===== src/rtl/stopwatch_counter_chain.sv =====
// stopwatch_counter_chain
// Cascaded up/down mod-N digit chain with a run/stop/done state machine,
// preset load with per-digit clamping, overflow pulse and terminal-count
// detection. Optional lap capture register is built only when the macro
// STOPWATCH_LAP_EN is defined; otherwise o_lap_val is tied to zero.
// i_reset is asynchronous and active-low.
module stopwatch_counter_chain #(
   parameter int                    DIGITS = 4,
   parameter logic [4*DIGITS-1:0]   MODS   = 16'h6A6A
) (
   input  logic                  i_clk,
   input  logic                  i_reset,
   input  logic                  i_tick,
   input  logic                  i_start,
   input  logic                  i_ups,
   input  logic                  i_load,
   input  logic [4*DIGITS-1:0]   i_load_val,
   input  logic                  i_lap,
   output logic [4*DIGITS-1:0]   o_count,
   output logic [4*DIGITS-1:0]   o_lap_val,
   output logic                  o_running,
   output logic                  o_done,
   output logic                  o_wrap
);

   localparam int W = 4 * DIGITS;

   typedef enum logic [1:0] {
      ST_IDLE = 2'd0,
      ST_RUN  = 2'd1,
      ST_DONE = 2'd2
   } state_t;

   state_t         r_state, w_state_next;
   logic [W-1:0]   r_count, w_count_next;
   logic           r_running, r_done, r_wrap;
   logic           w_wrap_next;

   // Carry/borrow ripple: w_carry[i] means every digit below i is at its
   // maximum, w_borrow[i] means every digit below i is zero.
   logic [DIGITS:0] w_carry;
   logic [DIGITS:0] w_borrow;
   logic [W-1:0]    w_inc;
   logic [W-1:0]    w_dec;
   logic [W-1:0]    w_clamp;

   assign w_carry[0]  = 1'b1;
   assign w_borrow[0] = 1'b1;

   generate
      for (genvar gi = 0; gi < DIGITS; gi++) begin : g_digit
         localparam logic [3:0] MOD = MODS[4*gi +: 4];
         localparam logic [3:0] TOP = MOD - 4'd1;

         if (MOD < 4'd2) begin : g_bad_mod
            $error("stopwatch_counter_chain: digit modulus must be 2..15");
         end

         logic [3:0] w_digit;
         logic [3:0] w_lv;
         assign w_digit = r_count[4*gi +: 4];
         assign w_lv    = i_load_val[4*gi +: 4];

         assign w_carry[gi+1]  = w_carry[gi]  & (w_digit == TOP);
         assign w_borrow[gi+1] = w_borrow[gi] & (w_digit == 4'd0);

         assign w_inc[4*gi +: 4] = !w_carry[gi]  ? w_digit :
                                   (w_digit == TOP)  ? 4'd0 : w_digit + 4'd1;
         assign w_dec[4*gi +: 4] = !w_borrow[gi] ? w_digit :
                                   (w_digit == 4'd0) ? TOP  : w_digit - 4'd1;

         // Out-of-range preset nibbles saturate to the digit's maximum.
         assign w_clamp[4*gi +: 4] = (w_lv >= MOD) ? TOP : w_lv;
      end
   endgenerate

   logic w_count_zero;
   logic w_count_max;
   assign w_count_zero = w_borrow[DIGITS];
   assign w_count_max  = w_carry[DIGITS];

   // Next-state, next-count and overflow pulse; load has top priority.
   always_comb begin
      w_state_next = r_state;
      w_count_next = r_count;
      w_wrap_next  = 1'b0;
      if (i_load) begin
         w_state_next = ST_IDLE;
         w_count_next = w_clamp;
      end else begin
         case (r_state)
            ST_IDLE: begin
               if (i_start) begin
                  w_state_next = (!i_ups && w_count_zero) ? ST_DONE : ST_RUN;
               end
            end
            ST_RUN: begin
               if (!i_start) begin
                  w_state_next = ST_IDLE;
               end else if (i_tick) begin
                  if (i_ups) begin
                     w_count_next = w_inc;
                     w_wrap_next  = w_count_max;
                  end else if (!w_count_zero) begin
                     w_count_next = w_dec;
                     if (w_dec == '0) begin
                        w_state_next = ST_DONE;
                     end
                  end
               end
            end
            ST_DONE: begin
               if (!i_start) begin
                  w_state_next = ST_IDLE;
               end
            end
            default: begin
               w_state_next = ST_IDLE;
            end
         endcase
      end
   end

   // State, count and flag registers; flags are decoded from the next state
   // so they line up with the state they describe.
   always_ff @(posedge i_clk or negedge i_reset) begin
      if (!i_reset) begin
         r_state   <= ST_IDLE;
         r_count   <= '0;
         r_running <= 1'b0;
         r_done    <= 1'b0;
         r_wrap    <= 1'b0;
      end else begin
         r_state   <= w_state_next;
         r_count   <= w_count_next;
         r_running <= (w_state_next == ST_RUN);
         r_done    <= (w_state_next == ST_DONE);
         r_wrap    <= w_wrap_next;
      end
   end

`ifdef STOPWATCH_LAP_EN
   logic [W-1:0] r_lap;

   // Lap captures the pre-update count on any strobe, in any state.
   always_ff @(posedge i_clk or negedge i_reset) begin
      if (!i_reset) begin
         r_lap <= '0;
      end else if (i_lap) begin
         r_lap <= r_count;
      end
   end

   assign o_lap_val = r_lap;
`else
   logic w_unused_lap;
   assign w_unused_lap = i_lap;
   assign o_lap_val    = '0;
`endif

   assign o_count   = r_count;
   assign o_running = r_running;
   assign o_done    = r_done;
   assign o_wrap    = r_wrap;

endmodule


===== config.mk =====
export PLATFORM = sky130hd
export DESIGN_NAME = stopwatch_counter_chain
export DESIGN_NICKNAME = d
export VERILOG_FILES = /design/src/rtl/stopwatch_counter_chain.sv
export SDC_FILE = /design/constraint.sdc
export NUM_CORES = 1
export LEC_CHECK = 0
export BUFFER_PORTS_ARGS = -buffer_cell sky130_fd_sc_hd__buf_4
export CAP_MARGIN = 20
export CELL_PAD_IN_SITES_DETAIL_PLACEMENT = 1
export CELL_PAD_IN_SITES_GLOBAL_PLACEMENT = 1
export CORE_ASPECT_RATIO = 1.4
export CORE_MARGIN = 3
export CORE_UTILIZATION = 40
export DETAILED_ROUTE_END_ITERATION = 7
export PLACE_DENSITY = 0.82
export SETUP_SLACK_MARGIN = 0.1
export SLEW_MARGIN = 20
export SYNTH_ARGS = -nofsm -noshare
export SYNTH_HDL_FRONTEND = slang
export SYNTH_SLANG_ARGS = --single-unit

===== constraint.sdc =====
create_clock -name i_clk -period 5.99 [get_ports i_clk]
set_input_delay 0.2995 -clock i_clk [delete_from_list [all_inputs] [get_ports i_clk]]
set_output_delay 0.2995 -clock i_clk [all_outputs]
set_load 0.02 [all_outputs]

==> results.rst, run 1 <==
.. list-table::
   :header-rows: 1

   * - Metric
     - Value
   * - Count of endpoints failing setup in the final report
     - 0
   * - Number of pins with negative max-slew slack in the final report
     - 0
   * - Weighted congestion at the end of routability-driven global placement
     - 0.783
   * - Internal power component
     - about 0.27 mW
   * - Arrival time worst endpoint
     - ~2.5 ns
   * - Simple-gate portion of the synthesized area
     - 0.274
   * - Mean post-synth cell area
     - approximately 7.9 µm²
   * - Routed WL per cell
     - 16.8 µm
   * - CTS Hold Bufs
     - 1
   * - Total wirelength of the detailed-routed design
     - 5600 µm
   * - Initial Util
     - 0.424
   * - Count of nets after finishing
     - 296
   * - Count of state elements after synthesis
     - 21
   * - Most common cell after layout, fill and taps aside
     - sky130_fd_sc_hd__buf_4
   * - Total of buffers placed on input and output ports
     - 40
   * - End of the worst register-to-register path
     - o_count[11]$_DFFE_PN0P_
   * - Crit path time final
     - 2.40 ns
   * - Placeable core region
     - around 4600 µm²
   * - TritonCTS clock tree
     - done
   * - Endpoint, Worst Hold
     - o_count[13]$_DFFE_PN0P_
   * - Ports
     - slightly below 60
   * - Hold Fails Final Rpt
     - 0
   * - Number of sinks handled by clock tree synthesis
     - 21
   * - H-tree levels
     - 1
   * - Number of diodes
     - 0
   * - DRC viols
     - 0
   * - Number of iterations in the first detailed-routing pass
     - 4
   * - Most instantiated flip-flop cell in the synthesis netlist
     - sky130_fd_sc_hd__dfrtp_1
   * - Switching power of the nets
     - ~0.17 mW
   * - Grt ovf
     - 0
   * - Comb power frac
     - 0.347
   * - Via count of the first global-routing pass
     - ~2000
   * - Number of enable-type register cells in the synthesized netlist
     - 0
   * - Worst-case register-to-register setup slack
     - 3.59 ns
   * - Yosys warning total
     - 0
   * - Vias per Instance
     - 5.97
   * - Final Power
     - between 0.4 and 0.5 mW
   * - Final setup TNS
     - 0 ns
   * - Worst hold path class
     - input port to register
   * - Final clock period utilization by the worst path
     - 0.401
   * - Cell chosen for the clock root
     - sky130_fd_sc_hd__clkbuf_8
   * - Tot GR Track Use
     - 0.206
   * - VDD IR-drop max
     - roughly 0.088 mV
   * - Unrepaired setup endpoints after global routing
     - no
   * - Worst setup path category
     - register to register
   * - Min-delay src
     - i_load_val[13]
   * - Required time of the worst setup path
     - a little over 6 ns
   * - Register Area
     - approximately 530 µm²
   * - Path depth of the worst reg2reg path
     - 5
   * - Area Growth Syn to Fin
     - 13.6%
   * - Clock input transition at the sequential cells of the worst setup and hold paths
     - around 0.080 ns
   * - Layout cell share with drive strength beyond 1
     - 0.202
   * - Standard-cell row count
     - 29
   * - Setup clock skew after layout
     - approximately 0.0046 ns
   * - Commonest cells after routing, fill and taps aside
     - sky130_fd_sc_hd__buf_4, sky130_fd_sc_hd__a21oi_1, sky130_fd_sc_hd__dfrtp_1
   * - Pin count of the biggest net entering global routing
     - 30
   * - Power density over the cells
     - 197 nW/µm²
   * - Die Y-Extent
     - about 90 µm
   * - Fmax
     - 0.416 GHz
   * - Number of max-cap violations
     - 0
   * - Hold Path Cell Cnt
     - 3
   * - Type of origin of the critical path
     - register
   * - Seq pwr share
     - 0.436
   * - Kind of capture point of the worst setup path
     - register
   * - Count of fill cells added during filler insertion
     - 615
   * - DRC violation total after the first TritonRoute iteration
     - 83
   * - Post-route core utilization
     - 0.481
   * - Overall die width
     - approximately 65 µm
   * - Sequential share of the synthesized area
     - 0.269
   * - First-pass GRT wire length
     - 9520 µm
   * - Synthesized cell area
     - between 1500 and 2000 µm²
   * - Leakage
     - slightly above 0.9 nW
   * - Synth Area in XOR/XNOR
     - 0.0224
   * - Post-route ant nets
     - 0
   * - Maximum buffer depth of the clock tree
     - 2
   * - Area enclosed by the die boundary
     - approximately 5800 µm²
   * - DP HPWL
     - 4040 µm
   * - Fraction of power spent switching nets
     - 0.393
   * - Startpoint of the lowest-slack register-to-register path
     - o_count[4]$_DFFE_PN0P_
   * - Number of instances resized during post-cts repair
     - 0
   * - Transition time of the tightest slew-check pin
     - approximately 0.84 ns
   * - Clock share of power
     - 0.217
   * - Number of clock buffers inserted by TritonCTS
     - 3
   * - Worst slew margin
     - 0.433
   * - Synthesized-area fraction occupied by adder cells
     - 0
   * - Mux share of post-synthesis cell area
     - 0.0160
   * - Async SR Flop Fraction
     - 1.00
   * - Insertion delay of the later-clocked pin in the worst-skew pair
     - around 0.26 ns
   * - Combinational family with the most area after synthesis
     - compound AO/OA/AOI/OAI gates
   * - Post-Syn Instances
     - 247
   * - Via count
     - around 2000
   * - Worst Path Max Fanout
     - 13
   * - Distinct cell type count after synthesis
     - 65
   * - Area of the multi-input gates
     - 1210 µm²
   * - Initial antenna violation count
     - 0
   * - Buffers inserted by post-CTS timing repair
     - 0
   * - Run status
     - completed
   * - Compound-cell area share of the yosys netlist
     - 0.279
[layer usage]
| metal | vias to the layer above | track usage | part of all wire |
|---|---|---|---|
| met5 | - | 0 | 0 |
| li1 | 943 | - | - |
| met1 | 972 | 0.251 | 0.39 |
| met3 | 8 | 0.0305 | 0.057 |
| met4 | 0 | 0.0774 | 0.016 |
| met2 | 71 | 0.366 | 0.53 |
[how the worst max path moves through the flow]
stage | start | to
finish | o_count[4]$_DFFE_PN0P_ | o_count[11]$_DFFE_PN0P_
global placement | o_count[4]$_DFFE_PN0P_ | o_count[11]$_DFFE_PN0P_
detailed placement | o_count[4]$_DFFE_PN0P_ | o_count[11]$_DFFE_PN0P_
global route | o_count[4]$_DFFE_PN0P_ | o_count[11]$_DFFE_PN0P_
floorplan | o_count[3]$_DFFE_PN0P_ | o_count[10]$_DFFE_PN0P_
CTS | o_count[4]$_DFFE_PN0P_ | o_count[11]$_DFFE_PN0P_
[cell type report]
class / instances / share of cell area
clock buffer: 4 / 0.0203
inverter: 12 / 0.0203
multi-input combinational: 194 / 0.548
sequential: 21 / 0.237
tap: 62 / 0.0350
timing repair buffer: 41 / 0.140
[power by group through the flow]
stage / Clock (mW) / Combinational, mW / Sequential, mW
6_report: 0.0950 / 0.152 / 0.190
5_1_grt: 0.105 / 0.169 / 0.195
4_1_cts: 0.0978 / 0.152 / 0.190
3_5_place_dp: 0 / 0.151 / 0.192
3_3_place_gp: 0 / 0.147 / 0.192
2_1_floorplan: 0 / 0.117 / 0.184
[cell families (layout without fill, tap and decap cells)]
kind of cell,Yosys count,count (layout)
buffers and inverters,47,57
xor gates and xnor gates,5,5
other,1,16
and+or+nand+nor,87,87
DFF,21,21
AOI/OAI and AO/OA,83,83
muxes,3,3
[critical path: stages, from the launching register on]
cell and delay, ns:
sky130_fd_sc_hd__dfrtp_1 0.59, sky130_fd_sc_hd__nor4_1 0.81, sky130_fd_sc_hd__nor4b_2 0.40, sky130_fd_sc_hd__o22ai_1 0.11
sky130_fd_sc_hd__a22oi_1 0.21, sky130_fd_sc_hd__o221ai_1 0.14
[registers in the layout, indices dropped and copies added, names as in the netlist]
| register | cells |
|---|---|
| o_count | 16 |
| o_done | 1 |
| o_wrap | 1 |
| r_state | 2 |
| o_running | 1 |
[per-stage QoR]
step / instances / instance area [µm²] / setup WS, ns / hold WS, ns
after floorplan: 262 / 2010 / 3.93 / 0.00391
after global placement: 329 / 2160 / 3.63 / 0.206
after detailed placement: 329 / 2160 / 3.63 / 0.210
after CTS: 334 / 2220 / 3.61 / 0.246
after global routing: 334 / 2220 / 3.35 / 0.247
final: 334 / 2220 / 3.59 / 0.251
[cells in the mapped netlist, types with 3 or more instances]
library cell	number	area share
sky130_fd_sc_hd__o31ai_1	3	0.012
sky130_fd_sc_hd__inv_1	11	0.021
sky130_fd_sc_hd__nand2_1	14	0.027
sky130_fd_sc_hd__a31oi_1	8	0.026
sky130_fd_sc_hd__clkbuf_1	7	0.013
sky130_fd_sc_hd__nand2b_1	4	0.013
sky130_fd_sc_hd__nor3_1	6	0.015
sky130_fd_sc_hd__o21ai_0	16	0.041
sky130_fd_sc_hd__buf_6	3	0.017
sky130_fd_sc_hd__nand3_1	12	0.031
sky130_fd_sc_hd__o22ai_1	4	0.013
sky130_fd_sc_hd__a211oi_1	3	0.012
sky130_fd_sc_hd__buf_4	16	0.062
sky130_fd_sc_hd__a21oi_1	24	0.062
sky130_fd_sc_hd__nand4_1	4	0.013
sky130_fd_sc_hd__dfrtp_1	21	0.27
sky130_fd_sc_hd__nor2_1	16	0.031
sky130_fd_sc_hd__buf_2	7	0.018
sky130_fd_sc_hd__xnor2_1	5	0.022
sky130_fd_sc_hd__nor2b_1	3	0.0096
sky130_fd_sc_hd__nor4_1	4	0.013
(Power assumes the default switching activity.)
==> run 2: changes to the inputs <==
CORE_UTILIZATION = 37   (was 40)
PLACE_DENSITY = 0.77   (was 0.82)
clock period = 2.4 ns   (was 5.99 ns; I/O delays follow)
==> results.rst, run 2 (synthesized netlist as in run 1, its figures left out) <==
.. list-table::
   :header-rows: 1

   * - Metric
     - Value
   * - Worst slew margin
     - 0.655
   * - Leakage
     - ~1.0 nW
   * - Number of max-cap violations
     - 0
   * - Clock share of power
     - 0.215
   * - Initial Util
     - 0.391
   * - Kind of capture point of the worst setup path
     - register
   * - Type of origin of the critical path
     - register
   * - VDD IR-drop max
     - ~0.25 mV
   * - Switching power of the nets
     - 0.454 mW
   * - Count of endpoints failing setup in the final report
     - 0
   * - Pin count of the biggest net entering global routing
     - 30
   * - Path depth of the worst reg2reg path
     - 5
   * - Hold Path Cell Cnt
     - 3
   * - Internal power component
     - ~0.7 mW
   * - Final worst slack
     - ~0.28 ns
   * - Worst setup path category
     - register to register
   * - Count of fill cells added during filler insertion
     - ~630
   * - Via count of the first global-routing pass
     - approximately 2100
   * - Area Growth Syn to Fin
     - 19.9%
   * - Final setup TNS
     - 0 ns
   * - Cell chosen for the clock root
     - sky130_fd_sc_hd__clkbuf_8
   * - Endpoint of the worst setup timing path
     - o_count[6]$_DFFE_PN0P_
   * - Maximum buffer depth of the clock tree
     - 2
   * - Vias per Instance
     - ~5.8
   * - Buffers inserted by post-CTS timing repair
     - 0
   * - Final cell area excluding filler cells
     - about 2300 µm²
   * - Insertion delay of the later-clocked pin in the worst-skew pair
     - between 0.2 and 0.3 ns
   * - Number of clock buffers inserted by TritonCTS
     - 3
   * - Transition time of the tightest slew-check pin
     - 0.518 ns
   * - Total of buffers placed on input and output ports
     - 40
   * - Final clock period utilization by the worst path
     - 0.884
   * - Total wirelength of the detailed-routed design
     - around 6000 µm
   * - Overall die width
     - between 60 and 70 µm
   * - Startpoint of the lowest-slack register-to-register path
     - o_count[8]$_DFFE_PN0P_
   * - Placed cell areas
     - approximately 2300 µm²
   * - Final cell count without fillers
     - 352
   * - DP HPWL
     - about 4600 µm
   * - Grt ovf
     - 0
   * - Clock input transition at the sequential cells of the worst setup and hold paths
     - about 0.08 ns
   * - Via count
     - 2031
   * - Arrival time worst endpoint
     - 2.27 ns
   * - Flip-flop count of the largest register, all copies and words added
     - 16
   * - Ports
     - between 50 and 60
   * - First-pass GRT wire length
     - approximately 10000 µm
   * - Power density over the cells
     - just under 500 nW/µm²
   * - Seq pwr share
     - 0.375
   * - Fraction of power spent switching nets
     - 0.395
   * - Setup clock skew after layout
     - 0.00181 ns
   * - Required time of the worst setup path
     - 2.55 ns
   * - Number of pins with negative max-slew slack in the final report
     - 0
   * - CP Launch Point
     - o_count[8]$_DFFE_PN0P_
   * - Comb power frac
     - 0.411
   * - Worst-case setup slack after placement
     - roughly 0.3 ns
   * - H-tree levels
     - 1
   * - Number of iterations in the first detailed-routing pass
     - 4
   * - Tot GR Track Use
     - 0.205
   * - TritonCTS clock tree
     - done
   * - Weighted congestion at the end of routability-driven global placement
     - around 0.84
   * - Unrepaired setup endpoints after global routing
     - no
   * - Number of diodes
     - 0
   * - Cells after DPL
     - around 350
   * - Final Power
     - ~1.2 mW
   * - Worst Path Max Fanout
     - 10
   * - Initial antenna violation count
     - 0
   * - Count of nets after finishing
     - approximately 310
   * - Standard-cell row count
     - 30
   * - Routed WL per cell
     - approximately 17 µm
   * - Placeable core region
     - between 4000 and 5000 µm²
   * - Die Y-Extent
     - 92.0 µm
   * - Most common cell after layout, fill and taps aside
     - sky130_fd_sc_hd__buf_4
   * - Worst-case register-to-register setup slack
     - approximately 0.28 ns
   * - Area enclosed by the die boundary
     - 6200 µm²
   * - Crit path time final
     - 2.12 ns
   * - DRC violation total after the first TritonRoute iteration
     - between 100 and 150
   * - Fmax
     - 0.472 GHz
   * - Hold Fails Final Rpt
     - 0
   * - Worst hold path class
     - input port to register
   * - Commonest cells after routing, fill and taps aside
     - sky130_fd_sc_hd__buf_4, sky130_fd_sc_hd__a21oi_1, sky130_fd_sc_hd__dfrtp_1
   * - End of the worst register-to-register path
     - o_count[6]$_DFFE_PN0P_
   * - DRC viols
     - 0
   * - Worst hold slack across all endpoints
     - between 0.07 and 0.08 ns
   * - Post-route core utilization
     - 0.469
   * - Run status
     - completed
   * - Layout cell share with drive strength beyond 1
     - 0.247
   * - Post-route ant nets
     - 0
   * - Number of sinks handled by clock tree synthesis
     - 21
-- run 2: worst min-delay path by stage --
stage / from / to / slack, ns
final: i_load_val[13] / o_count[13]$_DFFE_PN0P_ / 0.08
after global routing: i_load_val[13] / o_count[13]$_DFFE_PN0P_ / 0.08
after CTS: i_load_val[13] / o_count[13]$_DFFE_PN0P_ / 0.08
after detailed placement: i_reset / o_count[5]$_DFFE_PN0P_ / 0.03
after global placement: i_reset / o_count[5]$_DFFE_PN0P_ / 0.03
after floorplan: i_reset / o_count[0]$_DFFE_PN0P_ / -0.18
-- run 2: final cells by class --
class                      count  area [µm²]  share of cell area
multi-input combinational    194        1210               0.519
sequential                    21         526               0.224
clock buffer                   4        45.0              0.0192
timing repair buffer          57         430               0.184
tap                           64        80.1              0.0342
inverter                      12        45.0              0.0192
-- run 2: worst max-delay path, stage by stage (launching register included) --
cell and delay, ns:
sky130_fd_sc_hd__dfrtp_1 0.48, sky130_fd_sc_hd__nor4_4 0.36, sky130_fd_sc_hd__and4_1 0.48, sky130_fd_sc_hd__a21o_2 0.25, sky130_fd_sc_hd__nor4_1 0.07, sky130_fd_sc_hd__or3_1 0.36
-- run 2: what timing repair did --
| item | 4_1_cts | 5_1_grt |
|---|---|---|
| hold buffers | 1 | 0 |
| gates resized for setup | 0 | 0 |
| endpoints found under the hold margin | 21 | 0 |
-- run 2: power by group through the flow --
stage                     clock network (mW)  logic [mW]  registers, mW
after floorplan                            0       0.292          0.460
after global placement                     0       0.458          0.435
after detailed placement                   0       0.469          0.438
after CTS                              0.250       0.473          0.431
after global routing                   0.271       0.518          0.437
final                                  0.247       0.473          0.431
-- run 2: layer usage --
metal  wire length [µm]  GRT usage  vias to the layer above  part of all wire
li1                   -          -                      979                 -
met5                  0          0                        -                 0
met4                117     0.0745                        0             0.019
met1               2460      0.237                      995              0.40
met2               3360      0.375                       46              0.55
met3                186     0.0208                       11             0.030
